File: src/rtl/reg_arb_pkg.sv
// Shared types and helpers for the register-file arbiter.
// rr_pick is the round-robin search used by rr_arbiter.
package reg_arb_pkg;

  localparam int DataWidth      = 32;
  localparam int StrbWidth      = 4;
  localparam int ReqOffsetWidth = 6;
  localparam int MaxPorts       = 8;

  typedef struct packed {
    logic                      write;
    logic                      lock;
    logic [ReqOffsetWidth-1:0] offset;
    logic [DataWidth-1:0]      wdata;
    logic [StrbWidth-1:0]      strb;
  } req_t;

  typedef struct packed {
    logic       found;
    logic [2:0] idx;
  } pick_t;

  // Walk from farthest to nearest so the port right after ptr wins last.
  function automatic pick_t rr_pick(input logic [MaxPorts-1:0] valid,
                                    input logic [2:0]          ptr,
                                    input int                  num_ports);
    pick_t      res;
    logic [2:0] p;
    res = '0;
    for (int i = MaxPorts; i >= 1; i--) begin
      if (i <= num_ports) begin
        p = 3'((int'(ptr) + i) % num_ports);
        if (valid[p]) begin
          res.found = 1'b1;
          res.idx   = p;
        end
      end
    end
    return res;
  endfunction

endpackage

File: src/rtl/reg_file_arbiter_rr.sv
// Round-robin grant with a pointer register and a single-owner lock.
// The lock only binds while its owner keeps requesting.
module rr_arbiter
  import reg_arb_pkg::*;
#(
  parameter int NumPorts = 2,
  parameter int IdxWidth = $clog2(NumPorts)
) (
  input  logic                clk,
  input  logic                reset_n,
  input  logic [NumPorts-1:0] valid,
  input  logic [NumPorts-1:0] lock,
  output logic [NumPorts-1:0] grant,
  output logic [IdxWidth-1:0] grant_idx,
  output logic                grant_found
);

  logic [IdxWidth-1:0] ptr_q;
  logic [IdxWidth-1:0] owner_q;
  logic                lock_q;
  logic                owner_holds;
  pick_t               pick;

  assign owner_holds = lock_q & valid[owner_q];

  always_comb begin
    pick        = rr_pick(MaxPorts'(valid), 3'(ptr_q), NumPorts);
    grant_found = 1'b0;
    grant_idx   = '0;
    grant       = '0;
    if (reset_n) begin
      if (owner_holds) begin
        grant_found = 1'b1;
        grant_idx   = owner_q;
      end else if (pick.found) begin
        grant_found = 1'b1;
        grant_idx   = IdxWidth'(pick.idx);
      end
    end
    if (grant_found) grant[grant_idx] = 1'b1;
  end

  // Any cycle without an accept means the owner let go, so the lock drops.
  always_ff @(posedge clk or negedge reset_n) begin
    if (!reset_n) begin
      ptr_q   <= '0;
      owner_q <= '0;
      lock_q  <= 1'b0;
    end else if (grant_found) begin
      ptr_q   <= grant_idx;
      owner_q <= grant_idx;
      lock_q  <= lock[grant_idx];
    end else begin
      lock_q  <= 1'b0;
    end
  end

endmodule

File: src/rtl/reg_file_arbiter.sv
// Shares one single-port register file between NumPorts requesters, one
// access per cycle, with a registered response to the granted port.
module reg_file_arbiter
  import reg_arb_pkg::*;
#(
  parameter int NumPorts = 2,
  parameter int NumWords = 64,
  localparam int OffsetWidth = $clog2(NumWords)
) (
  input  logic                                  clk,
  input  logic                                  reset_n,
  input  logic [NumPorts-1:0]                   req_valid,
  output logic [NumPorts-1:0]                   req_ready,
  input  logic [NumPorts-1:0]                   req_write,
  input  logic [NumPorts-1:0]                   req_lock,
  input  logic [NumPorts-1:0][OffsetWidth-1:0]  req_offset,
  input  logic [NumPorts-1:0][DataWidth-1:0]    req_wdata,
  input  logic [NumPorts-1:0][StrbWidth-1:0]    req_strb,
  output logic [NumPorts-1:0]                   rsp_valid,
  output logic [DataWidth-1:0]                  rsp_rdata,
  output logic [OffsetWidth-1:0]                rf_offset,
  output logic [DataWidth-1:0]                  rf_wd,
  output logic [StrbWidth-1:0]                  rf_we,
  input  logic [DataWidth-1:0]                  rf_rd
);

  localparam int IdxWidth = $clog2(NumPorts);

  logic [IdxWidth-1:0]    grant_idx;
  logic                   grant_found;
  logic [OffsetWidth-1:0] offset_q;
  logic [DataWidth-1:0]   wd_q;

  rr_arbiter #(
    .NumPorts (NumPorts),
    .IdxWidth (IdxWidth)
  ) u_arb (
    .clk         (clk),
    .reset_n     (reset_n),
    .valid       (req_valid),
    .lock        (req_lock),
    .grant       (req_ready),
    .grant_idx   (grant_idx),
    .grant_found (grant_found)
  );

  // Idle cycles keep presenting the last offset and data to the file.
  always_comb begin
    rf_offset = offset_q;
    rf_wd     = wd_q;
    rf_we     = '0;
    if (grant_found) begin
      rf_offset = req_offset[grant_idx];
      rf_wd     = req_wdata[grant_idx];
      if (req_write[grant_idx]) rf_we = req_strb[grant_idx];
    end
  end

  always_ff @(posedge clk or negedge reset_n) begin
    if (!reset_n) begin
      offset_q  <= '0;
      wd_q      <= '0;
      rsp_valid <= '0;
      rsp_rdata <= '0;
    end else begin
      rsp_valid <= req_ready;
      if (grant_found) begin
        offset_q  <= rf_offset;
        wd_q      <= rf_wd;
        rsp_rdata <= req_write[grant_idx] ? '0 : rf_rd;
      end
    end
  end

endmodule

File: config.mk
export PLATFORM = sky130hd
export DESIGN_NAME = reg_file_arbiter
export DESIGN_NICKNAME = d
export VERILOG_FILES = /design/src/rtl/reg_arb_pkg.sv /design/src/rtl/reg_file_arbiter_rr.sv /design/src/rtl/reg_file_arbiter.sv
export SDC_FILE = /design/constraint.sdc
export NUM_CORES = 1
export LEC_CHECK = 0
export CAP_MARGIN = 40
export CORE_MARGIN = 5
export CORE_UTILIZATION = 35
export DETAILED_ROUTE_END_ITERATION = 7
export PLACE_DENSITY_LB_ADDON = 0.1
export RECOVER_POWER = 25
export SLEW_MARGIN = 0
export SYNTH_ARGS = -nofsm -noshare
export SYNTH_HDL_FRONTEND = slang
export SYNTH_SLANG_ARGS = --single-unit
File: constraint.sdc
create_clock -name clk -period 5.1 [get_ports clk]
set_input_delay 1.02 -clock clk [delete_from_list [all_inputs] [get_ports clk]]
set_output_delay 1.02 -clock clk [all_outputs]
set_load 0.05 [all_outputs]
==> summary.md, run 1 <==
| Metric | Value |
|---|---|
| Seq/Total Area, Yosys | `0.475` |
| Vias | `3653` |
| Crit-path max FO | `21` |
| Post-CTS Resized | `0` |
| Failing checks | `max-capacitance violations, max-slew violations` |
| Antenna violations before repair | `0` |
| Ys Warns | `0` |
| Part of the power in combinational logic | `0.458` |
| Total area of sequential cells | `1850 um^2` |
| Worst Hold Class | `register to register` |
| # IOs | `202` |
| Critical Path AT | `3.45 ns` |
| CORE AREA | `10900 um^2` |
| Drt first-iter violations | `256` |
| Worst skew pair latency | `0.34 ns` |
| Layout cells sized above 1 | `0.155` |
| Slew @ Worst Pin | `1.52 ns` |
| Pwr Total | `1980 uW` |
| Slew Limit Fails | `26` |
| Fmax | `0.223 GHz` |
| Antenna Cells | `0` |
| First-pass GRT wire length | `19100 um` |
| Drt drc | `0` |
| CP most frequent cell | `clkdlybuf4s50_1` |
| Post-Synthesis Cells | `347` |
| Setup Fix Bufs, Post-CTS | `0` |
| Top-area cell type share of the netlist area | `0.475` |
| Longest Clk Path Bufs | `2` |
| GRT Overall Usage | `0.180` |
| CP required | `4.08 ns` |
| DP HPWL | `8860 um` |
| Kind of critical path | `input port to primary output` |
| Clk root buf | `clkbuf_8` |
| Final Util | `0.557` |
| P&R area growth vs syn | `55.4%` |
| Cell variety after synth | `23` |
| Post-synthesis async set-or-reset flop share | `1.00` |
| Chip height | `116 um` |
| Clock share of power | `0.188` |
| DR vias/cell | `5.41` |
| Final Cycle Share | `0.877` |
| Synthesized area | `3900 um^2` |
| Die W | `116 um` |
| Post-synth top flop | `dfrtp_1` |
| Initial core utilization | `0.358` |
| Largest area contributor in the netlist | `dfrtp_1` |
| CTS tree | `built` |
| Area occupied by multi-input gates | `1840 um^2` |
| Most instantiated cells after synthesis | `a221o_1 (77), dfrtp_1 (74), nand2_1 (71)` |
| Nature of the critical path endpoint | `primary output` |
| Vias in the first global route | `3622` |
| # port buffers | `201` |
| Setup violations, final | `0` |
| Largest cells by area after synthesis | `dfrtp_1 (47%), a221o_1 (20%), o31ai_2 (9.6%)` |
| Max-Cap Viols | `1` |
| Met1 global-route usage | `0.231` |
| GPL Wtd Cong | `0.720` |
| Tmin final | `4.47 ns` |
| H-tree depth | `3` |
| Final Hold Viols | `0` |
| CTS clk-pin slew, worst paths | `0.07 ns` |
| Post-route ant nets | `0` |
| Seq pwr share | `0.354` |
| Wire length per cell | `18.2 um` |
| Flops & latches, synth | `74` |
| Post-synth EDFFs | `0` |
| Post-synthesis net count | `471` |
| Static Leakage | `0.00254 uW` |
| Gr ovfl total | `0` |
| Internal | `1210 uW` |
| CP startpoint kind | `input port` |
| VDD IR max | `137 uV` |
| Avg Cell Area, Syn | `11.2 um^2` |
| Total Nets Final | `658` |
| Most common cell in the synthesized netlist | `a221o_1` |
| CP max stage delay | `0.80 ns` |
| Largest net degree at the start of global routing | `51` |
| Hold_ws | `0.483 ns` |
| Sw Pwr | `772 uW` |
| Setup TNS | `0 ns` |
| CTS buffer count | `9` |
| Buf/Inv on CP | `2` |
| Critical-path top delay cell | `clkdlybuf4s50_1` |
| PD cells | `326 nW/um^2` |
| Switching Share | `0.390` |
| Worst-path cell chain | `clkdlybuf4s50_1, nand2_1, a21oi_4, a221o_1, clkdlybuf4s50_1` |
| Detailed Route WL | `12300 um` |
| Delay-heaviest family, CP | `buffers and inverters` |
| Status | `complete, but fails checks` |
| CTS Sinks | `74` |
| Met3 usage | `0.0695` |
| FILL cells | `984` |
| CTS Hold Buffers Added | `0` |
| RSZ-0062 raised after global routing | `false` |
| Die area | `13400 um^2` |
| Drt first pass iters | `4` |
| Met2 Usage GRT | `0.288` |
| Slew headroom | `-0.0154` |
| Most Crowded Layer GR | `met2` |
| Row cnt | `38` |
| Post-route clock skew | `0.00535 ns` |
final timing paths:
check                      slack [ns]           from            end  cells after the start
hold reg to reg                  0.48  rsp_rdata[24]  rsp_rdata[24]                      2
max in group asynchronous        2.47        reset_n       wd_q[11]                      3
min in group asynchronous        0.74        reset_n  rsp_rdata[24]                      1
setup / recovery                 0.63   req_valid[1]   rf_offset[1]                      5
setup reg to reg                 3.07  u_arb.owner_q       wd_q[13]                      4
hold / removal                   0.48  rsp_rdata[24]  rsp_rdata[24]                      2
area by class of cell:
cell class / instances / share of cell area
clock inverter: 1 / 0.000825
inverter: 1 / 0.000619
timing repair buffer: 211 / 0.337
multi-input combinational: 237 / 0.304
sequential: 74 / 0.305
tap: 140 / 0.0289
clock buffer: 11 / 0.0233
worst register-to-register path, cell delays in order, from the launching register on:
cell	delay, ns
dfrtp_1	0.42
xor2_1	0.22
a21oi_4	0.51
buf_4	0.53
a221o_1	0.27
cell families (layout without fill, tap and decap cells):
kind of cell	count (synthesis)	count (layout)	synth area share
AND/OR/NAND/NOR	116	116	0.140
XOR/XNOR	2	2	0.00449
flip-flops	74	74	0.475
multiplexers	5	5	0.0128
buffers and inverters	36	224	0.0616
AO/OA/AOI/OAI	114	114	0.306
layer usage:
| layer | vias up | part of all wire |
|---|---|---|
| met5 | - | 0 |
| met4 | 0 | 0.0077 |
| met3 | 9 | 0.10 |
| met2 | 143 | 0.46 |
| met1 | 1802 | 0.43 |
| li1 | 1699 | - |
cells in the final DEF (no fill, tap or decap):
cell type        synthesis  routed
o21a_1                   1       1
clkinv_2                 0       1
and4b_1                  1       1
nand3_1                  4       4
o31ai_2                 30      30
a21oi_4                  0       2
dfrtp_1                 74      74
a21o_1                   1       1
nand2_1                 71      71
xor2_1                   1       1
and3_2                   0       1
buf_12                   0       3
mux2i_1                  5       5
clkdlybuf4s50_1          0     172
xnor2_1                  1       1
o21ai_4                  0       1
inv_1                    1       1
buf_4                    4      34
o31ai_1                  2       2
and2_1                  39      39
clkbuf_1                13       3
clkbuf_8                 0      10
a221o_2                  0       1
a221o_1                 77      76
stage by stage:
| step | std cells | setup slack [ns] | area, um^2 |
|---|---|---|---|
| CTS | 675 | 0.653 | 6070 |
| detailed placement | 663 | 0.653 | 5920 |
| global placement | 660 | 0.702 | 5860 |
| floorplan | 347 | 1.56 | 3900 |
| global route | 675 | 0.375 | 6060 |
| finish | 675 | 0.626 | 6060 |
registers in the layout (all words and copies together), names as in the netlist:
register,cells
offset_q,6
rsp_rdata,32
rsp_valid,2
u_arb.lock_q,1
u_arb.owner_q,1
wd_q,32
power by group through the flow:
stage          Combinational [uW]  Clock (uW)  Sequential (uW)
2_1_floorplan                 464           0              825
3_3_place_gp                  896           0              711
3_5_place_dp                  911           0              711
4_1_cts                       914         391              701
5_1_grt                       955         417              710
6_report                      905         372              700
Power figures use the tool's default switching activity.
==> run 2, diff against run 1 <==
==> constraint.sdc (replaced) <==
create_clock -name clk -period 5.1 [get_ports clk]
set_input_delay 0.765 -clock clk [delete_from_list [all_inputs] [get_ports clk]]
set_output_delay 0.765 -clock clk [all_outputs]
set_load 0.05 [all_outputs]
==> run 2 against run 1 <==
The run still ends with max-capacitance violations, max-slew violations left. Final area up 2.9%. Sequential cell count unchanged. Total power grew 5.9%. Critical endpoint is now rf_wd[15]. Register-to-register slack improved by 0.20 ns. Worst setup slack improved by 0.51 ns. Wire length decreased by 0.95%. Core utilization is 1.6 points higher.
==> summary.md, run 2 (synthesis results as in run 1) <==
| Metric | Value |
|---|---|
| VDD IR max | `162 uV (+18%)` |
| Antenna violations before repair | `0 (unchanged)` |
| Worst-path cell chain | `clkdlybuf4s50_1, nand2_1, a21oi_4, buf_12, a221o_1, clkdlybuf4s50_1` |
| Setup TNS | `0 ns (unchanged)` |
| Final Hold Viols | `0 (unchanged)` |
| Levels on crit path | `6 (+1)` |
| Detailed Route WL | `12200 um (-0.95%)` |
| Critical Path AT | `3.20 ns (-0.25 ns)` |
| Initial core utilization | `0.358 (unchanged)` |
| First-pass GRT wire length | `18900 um (-0.72%)` |
| Tmin final | `3.96 ns (-0.513 ns)` |
| Kind of critical path | `input port to primary output` |
| H-tree depth | `3 (unchanged)` |
| Post-route ant nets | `0 (unchanged)` |
| Row cnt | `38 (unchanged)` |
| CTS tree | `built` |
| P&R area growth vs syn | `59.9%` |
| Die W | `116 um (unchanged)` |
| Post-CTS Resized | `0 (unchanged)` |
| Setup crit end | `rf_wd[15]` |
| Internal | `1300 uW (+7.5%)` |
| Slew Limit Fails | `36 (+38%)` |
| GRT Overall Usage | `0.180 (about the same)` |
| Worst skew pair latency | `0.35 ns (about the same)` |
| Total Nets Final | `658 (unchanged)` |
| PD cells | `336 nW/um^2 (+2.9%)` |
| Max-Cap Viols | `1 (unchanged)` |
| Longest Clk Path Bufs | `2 (unchanged)` |
| CORE AREA | `10900 um^2 (unchanged)` |
| Critical R2R Capture | `rsp_rdata[0]` |
| Setup Fix Bufs, Post-CTS | `0 (unchanged)` |
| CP max stage delay | `0.81 ns (about the same)` |
| Flop2flop setup slack | `3.27 ns (+0.20 ns)` |
| Part of the power in combinational logic | `0.440 (-0.018)` |
| Setup violations, final | `0 (unchanged)` |
| Nature of the critical path endpoint | `primary output` |
| Layout cells sized above 1 | `0.109 (-0.0457)` |
| R2R Path Start | `u_arb.owner_q` |
| Switching Share | `0.381 (-0.00968)` |
| CP startpoint kind | `input port` |
| Failing checks | `max-capacitance violations, max-slew violations` |
| Clk root buf | `clkbuf_8` |
| Clock share of power | `0.225 (+0.037)` |
| Commonest non-fill, non-tap cell in the layout | `clkdlybuf4s50_1` |
| FF-to-FF path depth | `4 (unchanged)` |
| DP HPWL | `8720 um (-1.5%)` |
| Buf/Inv on CP | `3 (+1)` |
| Vias | `3593 (-1.6%)` |
| Crit-path max FO | `84 (+300%)` |
| Vias in the first global route | `3600 (-0.61%)` |
| Final Cycle Share | `0.777 (-0.101)` |
| Largest net degree at the start of global routing | `85 (+67%)` |
| DR vias/cell | `5.29 (-2.2%)` |
| RSZ-0062 raised after global routing | `false` |
| Fmax | `0.252 GHz (+13%)` |
| # IOs | `202 (unchanged)` |
| Setup crit start | `req_valid[1]` |
| GPL Wtd Cong | `0.739 (+2.5%)` |
| Antenna Cells | `0 (unchanged)` |
| Sw Pwr | `797 uW (+3.2%)` |
| Die area | `13400 um^2 (unchanged)` |
| Critical-path top delay cell | `clkdlybuf4s50_1` |
| Post-route clock skew | `0.00634 ns (+0.000989 ns)` |
| Wire length per cell | `17.9 um (-1.5%)` |
| Status | `complete, but fails checks` |
| Drt drc | `0 (unchanged)` |
| CTS clk-pin slew, worst paths | `0.08 ns (about the same)` |
| Slew headroom | `-0.331 (-0.316)` |
| Gr ovfl total | `0 (unchanged)` |
| Chip height | `116 um (unchanged)` |
| Seq pwr share | `0.335 (-0.019)` |
| CTS Sinks | `74 (unchanged)` |
| Final Util | `0.573 (+0.0160)` |
| Static Leakage | `0.00254 uW (about the same)` |
| Delay-heaviest family, CP | `buffers and inverters` |
| Slew @ Worst Pin | `2.00 ns (+0.474 ns)` |
| Worst Hold Class | `input port to async pin` |
| # port buffers | `201 (unchanged)` |
| Regs by FF count | `rsp_rdata (32), wd_q (32), offset_q (6)` |
| CP required | `4.34 ns (+0.26 ns)` |
| Pwr Total | `2090 uW (+5.9%)` |
| CTS Hold Buffers Added | `0 (unchanged)` |
| Drt first pass iters | `4 (unchanged)` |
| CP most frequent cell | `clkdlybuf4s50_1` |
| CTS buffer count | `9 (unchanged)` |
| Drt first-iter violations | `205 (-20%)` |
| Commonest non-fill, non-tap cells in the layout | `clkdlybuf4s50_1 (200), a221o_1 (76), dfrtp_1 (74)` |
run 2: changes by cell type in the layout (fill, tap and decap cells not counted), sizes merged:
| cell | before | now |
|---|---|---|
| buf | 37 | 9 |
| clkdlybuf4s50 | 172 | 200 |
| clkinvlp | 0 | 2 |
| bufinv | 0 | 1 |
| clkbuf | 13 | 14 |
run 2: power by group through the flow:
stage	registers (uW)	logic [uW]	clock network, uW
5_1_grt	710	974	513
3_3_place_gp	710	908	0
3_5_place_dp	712	927	0
4_1_cts	701	931	488
2_1_floorplan	825	464	0
6_report	700	921	471
run 2: layer usage:
layer,track usage,vias up,share of wire
met3,0.0601,18,0.094
met4,0.0728,0,0.022
li1,-,1706,-
met5,0,-,0
met1,0.235,1733,0.43
met2,0.276,136,0.45
run 2: layout make-up:
cell class | count | area (um^2)
sequential | 74 | 1850
clock buffer | 12 | 155
fill | 964 | 4650
clock inverter | 4 | 50.0
timing repair buffer | 211 | 2160
multi-input combinational | 237 | 1840
tap | 140 | 175
inverter | 1 | 3.75
run 2: worst register-to-register path, cell delays in order, from the launching register on:
cell     delay [ns]
dfrtp_1        0.43
xor2_1         0.22
a221o_2        0.56
buf_12         0.24
o31ai_1        0.28
run 2: per-stage QoR:
stage,instance area (um^2),setup WS (ns),hold WS [ns],std cells
2_1_floorplan,3900,2.07,0.469,347
3_3_place_gp,5950,1.02,0.461,659
3_5_place_dp,6040,1.18,0.475,663
4_1_cts,6240,1.18,0.221,679
5_1_grt,6240,1.03,0.434,679
6_report,6240,1.14,0.406,679
run 2: worst min path at each step:
stage	start	endpoint	slack, ns
floorplan	reset_n	offset_q[0]	0.47
global placement	rsp_rdata[0]	rsp_rdata[0]	0.46
detailed placement	rsp_rdata[15]	rsp_rdata[15]	0.47
CTS	reset_n	rsp_rdata[26]	0.22
global route	reset_n	rsp_rdata[21]	0.43
finish	reset_n	rsp_rdata[21]	0.41
==> run 3, diff against run 2 <==
==> constraint.sdc (replaced) <==
create_clock -name clk -period 3.6 [get_ports clk]
set_input_delay 0.54 -clock clk [delete_from_list [all_inputs] [get_ports clk]]
set_output_delay 0.54 -clock clk [all_outputs]
set_load 0.05 [all_outputs]
==> run 3 against run 2 <==
The run now ends clean. Critical endpoint is now rf_we[2]. Clock power is 33% higher. Non-clock buffer count is 1 lower. Largest cell class unchanged. Critical path type unchanged. Final cell count is 0.15% lower. Highest routed layer is now met5. First-iteration DRC count is 15% lower. Via count is 1.4% higher. Wire length is 2.8% higher.
==> summary.md, run 3 (synthesis results as in run 1) <==
| Metric | Value |
|---|---|
| Status | `completed` |
| P&R area growth vs syn | `70.2%` |
| Setup Fix Bufs, Post-CTS | `0 (unchanged)` |
| Longest Clk Path Bufs | `2 (unchanged)` |
| Largest net degree at the start of global routing | `85 (unchanged)` |
| Gr ovfl total | `0 (unchanged)` |
| FF-to-FF path depth | `4 (unchanged)` |
| Fmax | `0.334 GHz` |
| Setup violations, final | `0 (unchanged)` |
| Worst skew pair latency | `0.35 ns (about the same)` |
| CTS clk-pin slew, worst paths | `0.08 ns (about the same)` |
| Post-CTS Resized | `0 (unchanged)` |
| R2R Path Start | `u_arb.owner_q` |
| Kind of critical path | `input port to primary output` |
| Static Leakage | `0.00276 uW (+8.6%)` |
| Drt drc | `0 (unchanged)` |
| Worst Hold Class | `input port to async pin` |
| CTS Sinks | `74 (unchanged)` |
| Slew @ Worst Pin | `1.45 ns (-0.544 ns)` |
| Row cnt | `38 (unchanged)` |
| Clock share of power | `0.200 (-0.025)` |
| Total Nets Final | `657 (-0.15%)` |
| Detailed Route WL | `12500 um (+2.8%)` |
| Sw Pwr | `1170 uW (+47%)` |
| Post-route clock skew | `0.00984 ns (+0.00351 ns)` |
| Switching Share | `0.373 (-0.00788)` |
| Critical R2R Capture | `rsp_rdata[1]` |
| H-tree depth | `3 (unchanged)` |
| CTS tree | `built` |
| Post-route ant nets | `0 (unchanged)` |
| Drt first-iter violations | `175 (-15%)` |
| Part of the power in combinational logic | `0.484 (+0.044)` |
| Seq pwr share | `0.316 (-0.019)` |
| Clk root buf | `clkbuf_8` |
| Commonest non-fill, non-tap cells in the layout | `clkdlybuf4s50_1 (156), a221o_1 (76), dfrtp_1 (74)` |
| CTS Hold Buffers Added | `0 (unchanged)` |
| Internal | `1970 uW (+52%)` |
| Max-Cap Viols | `0 (-1)` |
| CP required | `3.06 ns (-1.28 ns)` |
| Vias | `3642 (+1.4%)` |
| DR vias/cell | `5.37 (+1.5%)` |
| GPL Wtd Cong | `0.745 (+0.87%)` |
| GRT Overall Usage | `0.183 (+0.00308)` |
| Slew Limit Fails | `0 (-100%)` |
| Layout cells sized above 1 | `0.184 (+0.0746)` |
| FILL cells | `909 (-5.7%)` |
| Initial core utilization | `0.358 (unchanged)` |
| Final Hold Viols | `0 (unchanged)` |
| Die area | `13400 um^2 (unchanged)` |
| Vias in the first global route | `3745 (+4.0%)` |
| RSZ-0062 raised after global routing | `false` |
| Regs by FF count | `rsp_rdata (32), wd_q (32), offset_q (6)` |
| Nature of the critical path endpoint | `primary output` |
| VDD IR max | `256 uV (+58%)` |
| Antenna Cells | `0 (unchanged)` |
| Commonest non-fill, non-tap cell in the layout | `clkdlybuf4s50_1` |
| Critical Path AT | `2.45 ns (-0.75 ns)` |
| Pwr Total | `3140 uW (+50%)` |
| Drt first pass iters | `4 (unchanged)` |
| CP startpoint kind | `input port` |
| Final Cycle Share | `0.831` |
| First-pass GRT wire length | `19200 um (+1.2%)` |
| CTS buffer count | `9 (unchanged)` |
| Chip height | `116 um (unchanged)` |
| Die W | `116 um (unchanged)` |
| Slew headroom | `0.0318 (+0.363)` |
| # IOs | `202 (unchanged)` |
| Crit-path max FO | `84 (unchanged)` |
| Wire length per cell | `18.4 um (+2.9%)` |
| # port buffers | `201 (unchanged)` |
| PD cells | `472 nW/um^2 (+41%)` |
| Setup TNS | `0 ns (unchanged)` |
| Antenna violations before repair | `1 (+1)` |
| Flop2flop setup slack | `1.74 ns (-1.53 ns)` |
| CORE AREA | `10900 um^2 (unchanged)` |
| Tmin final | `2.99 ns` |
| DP HPWL | `8950 um (+2.6%)` |
[run 3: cell count changes in the layout (fill, tap and decap cells not counted)]
cell | previous run | this run
clkbuf_1 | 3 | 6
clkinv_2 | 1 | 2
clkdlybuf4s50_1 | 200 | 156
buf_12 | 5 | 47
clkbuf_8 | 11 | 9
buf_16 | 1 | 2
clkinvlp_4 | 2 | 0
[run 3: how the worst max path moves through the flow]
stage                  startpoint        to  depth (start not counted)
floorplan           u_arb.owner_q  rf_we[0]                          5
global placement     req_valid[1]  rf_we[1]                          6
CTS                  req_valid[1]  rf_we[2]                          6
detailed placement   req_valid[1]  rf_we[2]                          6
finish                    reset_n  rf_we[2]                          6
global route              reset_n  rf_we[2]                          6
[run 3: through the flow]
stage	cells	worst slack (ns)	hold slack, ns	utilization	instance area (um^2)
detailed placement	662	0.630	0.404	0.594	6470
global placement	659	0.709	0.399	0.587	6390
global route	678	0.461	0.266	0.610	6640
floorplan	347	1.02	0.244	-	3900
finish	678	0.607	0.249	0.610	6640
CTS	678	0.627	0.0170	0.610	6650
[run 3: power by group through the flow]
stage / Clock (uW) / Sequential [uW] / Combinational, uW
after floorplan: 0 / 1170 / 657
after global placement: 0 / 1000 / 1500
after detailed placement: 0 / 1010 / 1530
after CTS: 644 / 993 / 1530
after global routing: 681 / 1010 / 1590
final: 627 / 992 / 1520
[run 3: metal layers]
metal	global-route usage	wire length [um]
met1	0.218	5050
met2	0.309	6060
met3	0.0726	1270
met4	0.0493	94
met5	0	13
[run 3: cell type report]
type                            instances  area, um^2  area share
Clock buffer                           13         139      0.0209
Clock inverter                          3        40.0     0.00603
Inverter                                1        3.75    0.000565
Multi-Input combinational cell        237        1840       0.277
Sequential cell                        74        1850       0.279
Tap cell                              140         175      0.0264
Timing Repair Buffer                  210        2590       0.390
[run 3: worst max-delay path: stages]
cell and delay [ns]:
clkbuf_1 0.59, nand2_1 0.23, a21oi_4 0.18, buf_12 0.34
mux2i_1 0.36, buf_12 0.18
